==> config.mk <==
export PLATFORM = sky130hd
export DESIGN_NAME = shift_exec_stage
export DESIGN_NICKNAME = d
export VERILOG_FILES = /design/src/rtl/shift_exec_stage.sv
export SDC_FILE = /design/constraint.sdc
export NUM_CORES = 1
export LEC_CHECK = 0
export CAP_MARGIN = 20
export CORE_MARGIN = 2
export CORE_UTILIZATION = 50
export DETAILED_ROUTE_END_ITERATION = 8
export PLACE_DENSITY = 0.76
export SYNTH_ARGS = -nofsm -noshare
export SYNTH_HDL_FRONTEND = slang
export SYNTH_SLANG_ARGS = --single-unit
==> constraint.sdc <==
create_clock -name clk -period 3.7 [get_ports clk]
set_input_delay 0.555 -clock clk [delete_from_list [all_inputs] [get_ports clk]]
set_output_delay 0.555 -clock clk [all_outputs]
set_load 0.05 [all_outputs]
==> src/rtl/shift_exec_stage.sv <==
// Two-stage MIPS shift execute unit: S1 holds decoded operands, S2 holds the result.
// Valid/ready handshakes on both sides; op_cnt saturates at 0xFFFF.
module shift_exec_stage #(
    parameter int unsigned TAG_W = 5
) (
    input  logic             clk,
    input  logic             rst_n,
    input  logic             in_valid,
    output logic             in_ready,
    input  logic [5:0]       in_funct,
    input  logic [4:0]       in_shamt,
    input  logic [31:0]      in_rs,
    input  logic [31:0]      in_rt,
    input  logic [TAG_W-1:0] in_tag,
    output logic             out_valid,
    input  logic             out_ready,
    output logic [31:0]      out_result,
    output logic [TAG_W-1:0] out_tag,
    output logic             out_err,
    output logic [15:0]      op_cnt
);

    logic             s1_valid;
    logic [31:0]      s1_operand;
    logic [4:0]       s1_amt;
    logic             s1_left;
    logic             s1_arith;
    logic             s1_err;
    logic [TAG_W-1:0] s1_tag;

    logic       dec_left;
    logic       dec_arith;
    logic       dec_err;
    logic [4:0] dec_amt;

    logic        s2_load;
    logic        in_fire;
    logic [31:0] shifted;

    // S2 takes S1 when it is empty or being drained this cycle
    assign s2_load  = s1_valid && (!out_valid || out_ready);
    assign in_ready = !s1_valid || s2_load;
    assign in_fire  = in_valid && in_ready;

    always_comb begin
        dec_left  = 1'b0;
        dec_arith = 1'b0;
        dec_err   = 1'b0;
        dec_amt   = in_shamt;
        case (in_funct)
            6'b000000: dec_left = 1'b1;
            6'b000010: dec_left = 1'b0;
            6'b000011: dec_arith = 1'b1;
            6'b000100: begin
                dec_left = 1'b1;
                dec_amt  = in_rs[4:0];
            end
            6'b000110: dec_amt = in_rs[4:0];
            6'b000111: begin
                dec_arith = 1'b1;
                dec_amt   = in_rs[4:0];
            end
            default: dec_err = 1'b1;
        endcase
    end

    always_comb begin
        shifted = '0;
        if (s1_err)
            shifted = '0;
        else if (s1_left)
            shifted = s1_operand << s1_amt;
        else if (s1_arith)
            shifted = $unsigned($signed(s1_operand) >>> s1_amt);
        else
            shifted = s1_operand >> s1_amt;
    end

    always_ff @(posedge clk or negedge rst_n) begin
        if (!rst_n) begin
            s1_valid   <= 1'b0;
            s1_operand <= '0;
            s1_amt     <= '0;
            s1_left    <= 1'b0;
            s1_arith   <= 1'b0;
            s1_err     <= 1'b0;
            s1_tag     <= '0;
        end else if (in_fire) begin
            s1_valid   <= 1'b1;
            s1_operand <= in_rt;
            s1_amt     <= dec_amt;
            s1_left    <= dec_left;
            s1_arith   <= dec_arith;
            s1_err     <= dec_err;
            s1_tag     <= in_tag;
        end else if (s2_load) begin
            s1_valid <= 1'b0;
        end
    end

    always_ff @(posedge clk or negedge rst_n) begin
        if (!rst_n) begin
            out_valid  <= 1'b0;
            out_result <= '0;
            out_tag    <= '0;
            out_err    <= 1'b0;
        end else if (s2_load) begin
            out_valid  <= 1'b1;
            out_result <= shifted;
            out_tag    <= s1_tag;
            out_err    <= s1_err;
        end else if (out_ready) begin
            out_valid <= 1'b0;
        end
    end

    always_ff @(posedge clk or negedge rst_n) begin
        if (!rst_n)
            op_cnt <= '0;
        else if (out_valid && out_ready && (op_cnt != '1))
            op_cnt <= op_cnt + 16'd1;
    end

endmodule

# Yosys cells after proc, flatten, opt, wreduce, memory -nomap -nowiden
# Cells that the tools add are included.
word_totals:
  register_bits: 101
  latchBits: 0
  ramBits: 0
  rom_bits: 0
  output_inout_bits: 56
  n_memories: 0
classes:
  addsub: 1
  mul: 0
  div: 0
  order_cmp: 0
  n_eq_ne: 6
  shifts: 3
  mux: 11
  bitwise_logic: 0
  reduce_logical: 15
ops:
  columns: ["cell", "count"]
  rows:
  - ["2-to-1 mux 32 bit", 3]
  - ["<< shifter 32 x 5 -> 32 bit", 1]
  - [">> shifter 32 x 5 -> 32 bit", 1]
  - [">>> shifter 32 x 5 -> 32 bit", 1]
  - ["equality test 6 x 3 -> 1 bit, second input constant", 3]
  - ["adder 16 x 1 -> 16 bit, second input constant", 1]
  - ["!= test 16 bit, second input constant", 1]
  - ["equality test 6 x 2 -> 1 bit, second input constant", 2]
  - ["2-to-1 mux 1 bit", 7]
  - ["logical NOT 6 bit", 1]
  - ["OR reduction 6 bit", 1]
  - ["2-to-1 mux 5 bit", 1]
  - ["logical AND 1 bit", 4]
  - ["nonzero test 2 bit", 2]
  - ["OR reduction 2 bit", 2]
  - ["OR reduction 3 bit", 1]
  - ["logical NOT 1 bit", 2]
  - ["logical OR 1 bit", 2]

# Depth between registers and ports, before layout
# Gate-level depths: netlist of the first run.
depth:
  ltp_word: 6
  mapped_depth: 10

# Worst setup path after synthesis of the first run
# No wires, ideal clock.
synth_timing:
  kind: "flip-flop to flip-flop"
  start: "reg out_valid"
  end: "reg s1_operand[10]"
  setup_ps: 125
  arrival_ps: 2330
  required_ps: 3575
  setup_slack_ps: 1246
  stages_incl_launch_ff: 6
  path_buffers: 1
  cell_sequence: "dfrtp_1 nor2b_1 nand2_1 nand2_1 clkbuf_1 mux2_2"
synth_via:
  elab_chain_cells: 5
synth_rtl:
  columns: ["item", "line_no", "text"]
  rows:
  - ["start, declared", "15", "output logic out_valid,"]
  - ["start signal, assigned", "103", "out_valid <= 1'b0;"]
  - ["start signal, assigned", "108", "out_valid <= 1'b1;"]
  - ["start signal, assigned", "113", "out_valid <= 1'b0;"]
  - ["logical NOT 1 bit", "41", "assign s2_load = s1_valid && (!out_valid || out_ready);"]
  - ["logical OR 1 bit", "41", null]
  - ["logical AND 1 bit", "41", null]
  - ["logical OR 1 bit", "42", "assign in_ready = !s1_valid || s2_load;"]
  - ["net in_ready", "9", "output logic in_ready,"]
  - ["logical AND 1 bit", "43", "assign in_fire = in_valid && in_ready;"]
  - ["end signal, assigned", "90", "s1_operand <= in_rt;"]
  - ["end, declared", "24", "logic [31:0] s1_operand;"]
# The timed path passes the listed nets, and every way through them passes these cells.
# A chain may end at the register's enable or synchronous reset.

# Worst setup path after layout of the first run
layout_timing:
  start: "reg s1_amt[0]"
  end: "reg out_result[27]"
layout_via:
  elab_chain_cells: 4
  word_cells_on_any_way: 6
layout_rtl:
  columns: ["item", "line_no", "text"]
  rows:
  - ["start, declared", "25", "logic [4:0] s1_amt;"]
  - ["start signal, assigned", "91", "s1_amt <= dec_amt;"]
  - [">> shifter 32 x 5 -> 32 bit / >>> shifter 32 x 5 -> 32 bit (equally long branches)", "76, 74", null]
  - ["2-to-1 mux 32 bit", "73", "else if (s1_arith)"]
  - ["2-to-1 mux 32 bit *", "71", "else if (s1_left)"]
  - ["2-to-1 mux 32 bit *", "69", "if (s1_err)"]
  - ["end signal, assigned", "109", "out_result <= shifted;"]
  - ["end, declared", "17", "output logic [31:0] out_result,"]
# Every way passes the cells marked *; elsewhere a longest branch is shown, timed or not.

==> metrics.log, run 1 <==
INFO  metric drv.max_cap_violation_count = 0
INFO  metric setup-violations-final = 0
INFO  metric post-dp-hpwl = 20790 um
INFO  metric finalCritPeriodShare = 81.63%
INFO  metric maximum_achievable_frequency = 331.1 MHz
INFO  metric powerDensity = 547.7 nW/um^2
INFO  metric fin_nets = 966
INFO  metric crit_path_cell_trace = mux4_2, mux2i_1, o22ai_1, a2111oi_0, buf_4, o21ai_1
INFO  metric core-area = 15830 sq um
INFO  metric cp-start-kind = register
INFO  metric met2RoutedLength = 12300 um
INFO  metric synth_seq_cells = 101
INFO  metric timing.critical_path.slowest_cell_delay = 840 ps
INFO  metric seq_area_frac_synth = 31.22%
INFO  metric min_period = 3020 ps
INFO  metric post-cts-setup-buffers = 0
INFO  metric synth_area_per_inst = 10.11 sq um
INFO  metric wl_met1 = 11620 um
INFO  metric cts_tree = yes
INFO  metric layout-drive-gt1-share = 20.20%
INFO  metric die_area = 17220 sq um
INFO  metric yosys_cell_types = 74
INFO  metric tritoncts_num_sinks = 101
INFO  metric grt_first_pass_wirelength = 42930 um
INFO  metric yosys.area.top_type_share = 31.22%
INFO  metric synth.net_count = 886
INFO  metric grt_use_total = 32.44%
INFO  metric dr.first_iter.drc_count = 1124
INFO  metric crit_path_top_delay_cell = dfrtp_4
INFO  metric final_cell_mix = clkdlybuf4s50_1 (111), dfrtp_1 (99), nand2_1 (92)
INFO  metric vias_cell = 6.768
INFO  metric die_width = 131.2 um
INFO  metric clock_network_latency_to_the_later_pin_of_the_worst_skew_pair = 370 ps
INFO  metric timing.critical_path.arrival = 3260 ps
INFO  metric final.hold.worst_slack = 222.8 ps
INFO  metric grt_remaining_overflow = 0
INFO  metric root_buffer = clkbuf_16
INFO  metric number_of_buffer_and_inverter_instances_along_the_worst_setup_path = 1
INFO  metric finClkSkew = 12.91 ps
INFO  metric yosysTopAreaCell = dfrtp_1
INFO  metric netlist_top_cells_area = dfrtp_1 (31%), mux4_2 (17%), mux2_2 (7.8%)
INFO  metric post_synth_inst_count = 801
INFO  metric max-clock-path-buffers = 2
INFO  metric vdd_drop_max = 0.0006181 V
INFO  metric grt_max_degree = 62
INFO  metric setup.worst_path.class = register to register
INFO  metric synthArstFlopShare = 100.0%
INFO  metric first_global_vias = 7023
INFO  metric start_util = 51.15%
INFO  metric hold_viol_final = 0
INFO  metric count_of_port_buffers_added_during_placement = 112
INFO  metric top_layer_used = met4
INFO  metric static-leakage-power = 3.785 nW
INFO  metric place_ws = 740.9 ps
INFO  metric tritoncts.num_buffers = 9
INFO  metric flow.area_growth_from_synthesis = 20.08%
INFO  metric most_common_library_cell_in_the_layout_ignoring_fill_and_taps = clkdlybuf4s50_1
INFO  metric synth_warnings = 0
INFO  metric placement_rows = 46
INFO  metric critPathRequiredTime = 3940 ps
INFO  metric status = completed
INFO  metric layout_fillers = 1353
INFO  metric routed-via-count = 7465
INFO  metric dr.pass1.iters = 6
INFO  metric critical_path.top_delay_family = multiplexers
INFO  metric slew-limit-headroom = 40.33%
INFO  metric globalplace.congestion = 1.031
INFO  metric rsz0062_at_grt = no
INFO  metric timing.setup.tns = 0 ps
INFO  metric die_h = 131.2 um
INFO  metric cts.hold.buffers_added = 0
INFO  metric timing_worst_slew_pin_value = 886.9 ps
INFO  metric final.setup.worst_slack = 679.8 ps
INFO  metric cts_htree_levels = 3
INFO  metric max_slew_violations = 0
INFO  metric total_power = 0.005324 W
INFO  metric synth-edff-count = 0
INFO  metric final_antenna_net_count = 0
INFO  metric synthFlopType = dfrtp_1
INFO  metric remaining_drc_errors = 0
INFO  metric totalWireLength = 27750 um
INFO  metric antenna_found_initial = 0
INFO  metric routedWlPerCell = 25.16 um
INFO  metric critPathCaptureType = register
INFO  metric path_max_fanout = 37
INFO  metric min_path_type = primary input to asynchronous set/reset pin
INFO  metric ports_placed_on_the_boundary = 140
INFO  metric cts_repair_resize_count = 0
INFO  metric syn-cell-area = 8095 sq um
INFO  metric clk_pin_slew = 80 ps
INFO  metric met3WireLength = 2805 um
==> state kept, by name, summed over array words and instances (netlist names) <==
name	cells
s1_amt	5
out_result	32
op_cnt	16
s1_operand	32
s1_left	1
s1_tag	5
out_valid	1
s1_arith	1
out_tag	5
s1_err	1
s1_valid	1
out_err	1
==> report_power, final <==
group / internal (W) / switching, W
Sequential: 0.00130 / 0.000315
Clock: 0.000487 / 0.000502
Combinational: 0.00110 / 0.00162
==> per-stage QoR <==
step                cells  instance area, sq um  util [%]
floorplan             801                  8095         -
global placement     1086                  9404     59.41
detailed placement   1086                  9404     59.41
CTS                  1102                  9718     61.40
global route         1102                  9718     61.40
finish               1103                  9721     61.42
==> logic make-up (layout without fill, tap and decap cells) <==
kind of cell               Yosys count  count (layout)  synth area share, %
other                                0               1                    0
DFF                                101             101                31.22
xor gates and xnor gates            15              15                1.623
adders and majority gates            1               1               0.1545
muxes                              175             175                31.96
buffers and inverters               86             171                4.930
AOI/OAI and AO/OA                  186             186                16.40
and+or+nand+nor                    237             237                13.71
==> synthesized netlist by cell type, types with 6 or more instances <==
library cell    n
dfrtp_1       101
nand2_1        93
mux4_2         60
mux2_2         56
mux2i_1        50
nor2_1         47
clkbuf_1       44
o21ai_0        28
a21oi_1        24
nand3_1        20
nor3_1         15
o21ai_1        15
xnor2_1        14
buf_2          13
o211ai_1       12
a31oi_1        10
nor2b_1        10
a211oi_1        9
a22oi_1         9
and2_1          9
buf_1           9
inv_1           9
mux2_1          8
nand2b_1        8
nor4_1          8
a32oi_1         7
buf_6           7
nand4_1         7
o31ai_1         7
o2111ai_1       6
==> path summary, 6_finish.rpt <==
check	from	endpoint	slack, ps	cells after the start
min in group clk	out_result[24]$_DFFE_PN0P_	out_result[24]$_DFFE_PN0P_	480	2
hold reg to reg	out_result[24]$_DFFE_PN0P_	out_result[24]$_DFFE_PN0P_	480	2
hold / removal	rst_n	out_result[12]$_DFFE_PN0P_	220	1
setup / recovery	s1_amt[0]$_DFFE_PN0P_	out_result[27]$_DFFE_PN0P_	680	6
setup reg to reg	s1_amt[0]$_DFFE_PN0P_	out_result[27]$_DFFE_PN0P_	680	6
max in group asynchronous	rst_n	s1_operand[10]$_DFFE_PN0P_	2790	2
==> layout make-up <==
| cell class | count | area (sq um) | area share (%) |
|---|---|---|---|
| Clock buffer | 9 | 225.2 | 2.317 |
| Timing Repair Buffer | 144 | 1384 | 14.24 |
| Clock inverter | 7 | 88.84 | 0.9139 |
| Tap cell | 216 | 270.3 | 2.780 |
| Antenna cell | 1 | 2.502 | 0.02574 |
| Inverter | 11 | 41.29 | 0.4248 |
| Multi-Input combinational cell | 614 | 5176 | 53.25 |
| Sequential cell | 101 | 2532 | 26.05 |
==> layer usage <==
metal / up-vias / global-route usage [%]
met4: 0 / 11.35
met5: - / 0
met2: 487 / 48.51
met1: 3648 / 45.60
met3: 74 / 8.989
li1: 3256 / -
Note: power is estimated with default switching activity, not from simulation.
==> run 2: changes to the inputs <==
--- a/config.mk
+++ b/config.mk
@@ -7,9 +7,9 @@
 export LEC_CHECK = 0
 export CAP_MARGIN = 20
 export CORE_MARGIN = 2
-export CORE_UTILIZATION = 50
+export CORE_UTILIZATION = 49
 export DETAILED_ROUTE_END_ITERATION = 8
-export PLACE_DENSITY = 0.76
+export PLACE_DENSITY = 0.78
 export SYNTH_ARGS = -nofsm -noshare
 export SYNTH_HDL_FRONTEND = slang
 export SYNTH_SLANG_ARGS = --single-unit
==> constraint.sdc (replaced) <==
create_clock -name clk -period 2.45 [get_ports clk]
set_input_delay 0.3675 -clock clk [delete_from_list [all_inputs] [get_ports clk]]
set_output_delay 0.3675 -clock clk [all_outputs]
set_load 0.05 [all_outputs]
==> run 2 against run 1 <==
Global-route usage is 1.1 points higher. Maximum frequency is 25% higher. Non-clock buffer count is 75 higher. Register-to-register slack worse by 650 ps. Worst hold slack better by 170 ps. Critical path depth stayed put. Combinational power is 69% higher. Via count is 4.8% higher. Clock power is 49% higher. Critical path type unchanged. Largest power group unchanged. Highest routed layer unchanged.
==> metrics.log, run 2 (synthesized netlist as in run 1, its figures left out) <==
INFO  metric layout_fillers = 1334
INFO  metric final.hold.worst_slack = 389.5 ps
INFO  metric finalCritPeriodShare = 98.97%
INFO  metric flow.area_growth_from_synthesis = 29.57%
INFO  metric routed-via-count = 7824
INFO  metric drv.max_cap_violation_count = 0
INFO  metric critPathCaptureType = register
INFO  metric total_power = 0.008451 W
INFO  metric remaining_drc_errors = 0
INFO  metric timing.critical_path.arrival = 2670 ps
INFO  metric tritoncts.num_buffers = 9
INFO  metric post-dp-hpwl = 22300 um
INFO  metric count_of_port_buffers_added_during_placement = 112
INFO  metric cts_tree = yes
INFO  metric final_antenna_net_count = 0
INFO  metric grt_first_pass_wirelength = 44790 um
INFO  metric largest_registers = out_result x32, s1_operand x32, op_cnt x16
INFO  metric grt_max_degree = 54
INFO  metric gr-usage-met2 = 50.40%
INFO  metric core-area = 16000 sq um
INFO  metric routedWlPerCell = 24.80 um
INFO  metric slew-limit-headroom = 35.60%
INFO  metric sw_frac_of_total = 44.71%
INFO  metric totalWireLength = 29240 um
INFO  metric gr-usage-met3 = 9.732%
INFO  metric intPower = 0.004673 W
INFO  metric ports_placed_on_the_boundary = 140
INFO  metric path_max_fanout = 15
INFO  metric timing.setup.tns = 0 ps
INFO  metric start_util = 50.59%
INFO  metric clock_network_latency_to_the_later_pin_of_the_worst_skew_pair = 370 ps
INFO  metric fin_nets = 1041
INFO  metric die_area = 17570 sq um
INFO  metric antenna_found_initial = 0
INFO  metric clock_power_share = 17.3%
INFO  metric cts_htree_levels = 3
INFO  metric grt_remaining_overflow = 0
INFO  metric maximum_achievable_frequency = 412.4 MHz
INFO  metric cp-start-kind = register
INFO  metric most_common_library_cell_in_the_layout_ignoring_fill_and_taps = clkdlybuf4s50_1
INFO  metric dr.pass1.iters = 7
INFO  metric finClkSkew = 8.724 ps
INFO  metric final.setup.worst_slack = 25.20 ps
INFO  metric timing_worst_slew_pin_value = 957.1 ps
INFO  metric place_ws = -225.8 ps
INFO  metric final_cell_mix = clkdlybuf4s50_1 (110), dfrtp_1 (98), buf_4 (95)
INFO  metric grt_util_met1 = 45.77%
INFO  metric max-clock-path-buffers = 2
INFO  metric setup.worst_path.class = register to register
INFO  metric root_buffer = clkbuf_16
INFO  metric min_period = 2425 ps
INFO  metric max_slew_violations = 0
INFO  metric power_frac_comb = 54.6%
INFO  metric layout-drive-gt1-share = 27.37%
INFO  metric worst-r2r-setup-slack = 30 ps
INFO  metric min_path_type = primary input to asynchronous set/reset pin
INFO  metric powerDensity = 805.7 nW/um^2
INFO  metric die_width = 132.5 um
INFO  metric status = completed
INFO  metric grt_busiest_layer = met2
INFO  metric hold_viol_final = 0
INFO  metric placement_rows = 46
INFO  metric first_global_vias = 7433
INFO  metric setup-violations-final = 0
INFO  metric vdd_drop_max = 0.0009889 V
INFO  metric grt_use_total = 33.53%
INFO  metric globalplace.congestion = 1.021
INFO  metric vias_cell = 6.636
INFO  metric sequential_share_of_power = 28.1%
INFO  metric die_h = 132.5 um
INFO  metric critPathRequiredTime = 2690 ps
INFO  metric clk_pin_slew = 80 ps
INFO  metric static-leakage-power = 4.223 nW
INFO  metric tritoncts_num_sinks = 101
INFO  metric dr.first_iter.drc_count = 1062
INFO  metric netSwitchingPower = 0.003778 W
run 2: what timing repair did:
item                                    in CTS  in global routing
hold endpoints to repair                    15                  0
gates cloned                                 1                  0
endpoints found under the setup margin       2                  9
pin swaps                                    1                  4
buffers inserted                             0                  2
resized for setup                            3                 15
hold buffers                                 1                  0
run 2: worst max-delay path: stages, from the launching register on:
cell	delay [ps]
dfrtp_4	520
bufbuf_16	340
mux4_2	540
mux2i_1	370
o22ai_1	220
a22oi_1	210
o31ai_1	100
run 2: cell type report:
cell class / instances / area (sq um) / share of cell area [%]
timing repair buffer: 219 / 2083 / 19.86
clock inverter: 7 / 75.07 / 0.7157
multi-input combinational: 614 / 5255 / 50.10
tap: 216 / 270.3 / 2.577
inverter: 11 / 41.29 / 0.3937
clock buffer: 9 / 225.2 / 2.147
sequential: 101 / 2534 / 24.16
antenna: 2 / 5.005 / 0.04772
run 2: worst paths after layout:
check / start / to / depth (start not counted)
max: s1_amt[0]$_DFFE_PN0P_ / out_result[16]$_DFFE_PN0P_ / 6
min: rst_n / out_result[22]$_DFFE_PN0P_ / 2
max reg2reg: s1_amt[0]$_DFFE_PN0P_ / out_result[16]$_DFFE_PN0P_ / 6
min reg2reg: op_cnt[15]$_DFFE_PN0P_ / op_cnt[15]$_DFFE_PN0P_ / 1
max in group asynchronous: rst_n / s1_amt[0]$_DFFE_PN0P_ / 3
min in group clk: op_cnt[15]$_DFFE_PN0P_ / op_cnt[15]$_DFFE_PN0P_ / 1
run 2: power by group through the flow:
| stage | clock (W) | combinational [W] | sequential (W) |
|---|---|---|---|
| after detailed placement | 0 | 0.00438 | 0.00239 |
| final | 0.00147 | 0.00461 | 0.00238 |
| after global routing | 0.00157 | 0.00479 | 0.00243 |
| after floorplan | 0 | 0.00219 | 0.00289 |
| after CTS | 0.00148 | 0.00444 | 0.00236 |
| after global placement | 0 | 0.00436 | 0.00237 |
run 2: metal layers:
| metal | routed length [um] | share of wire (%) | vias to the layer above |
|---|---|---|---|
| li1 | - | - | 3401 |
| met2 | 13090 | 45 | 551 |
| met3 | 3228 | 11 | 97 |
| met1 | 11760 | 40 | 3775 |
| met4 | 1156 | 4.0 | 0 |
| met5 | 0 | 0 | - |
run 2: per-stage QoR:
stage,util [%],std cells,cell area (sq um)
final,65.55,1179,10490
after global routing,65.52,1177,10480
after CTS,64.93,1175,10390
after detailed placement,62.72,1157,10040
after global placement,62.72,1157,10040
after floorplan,-,801,8097
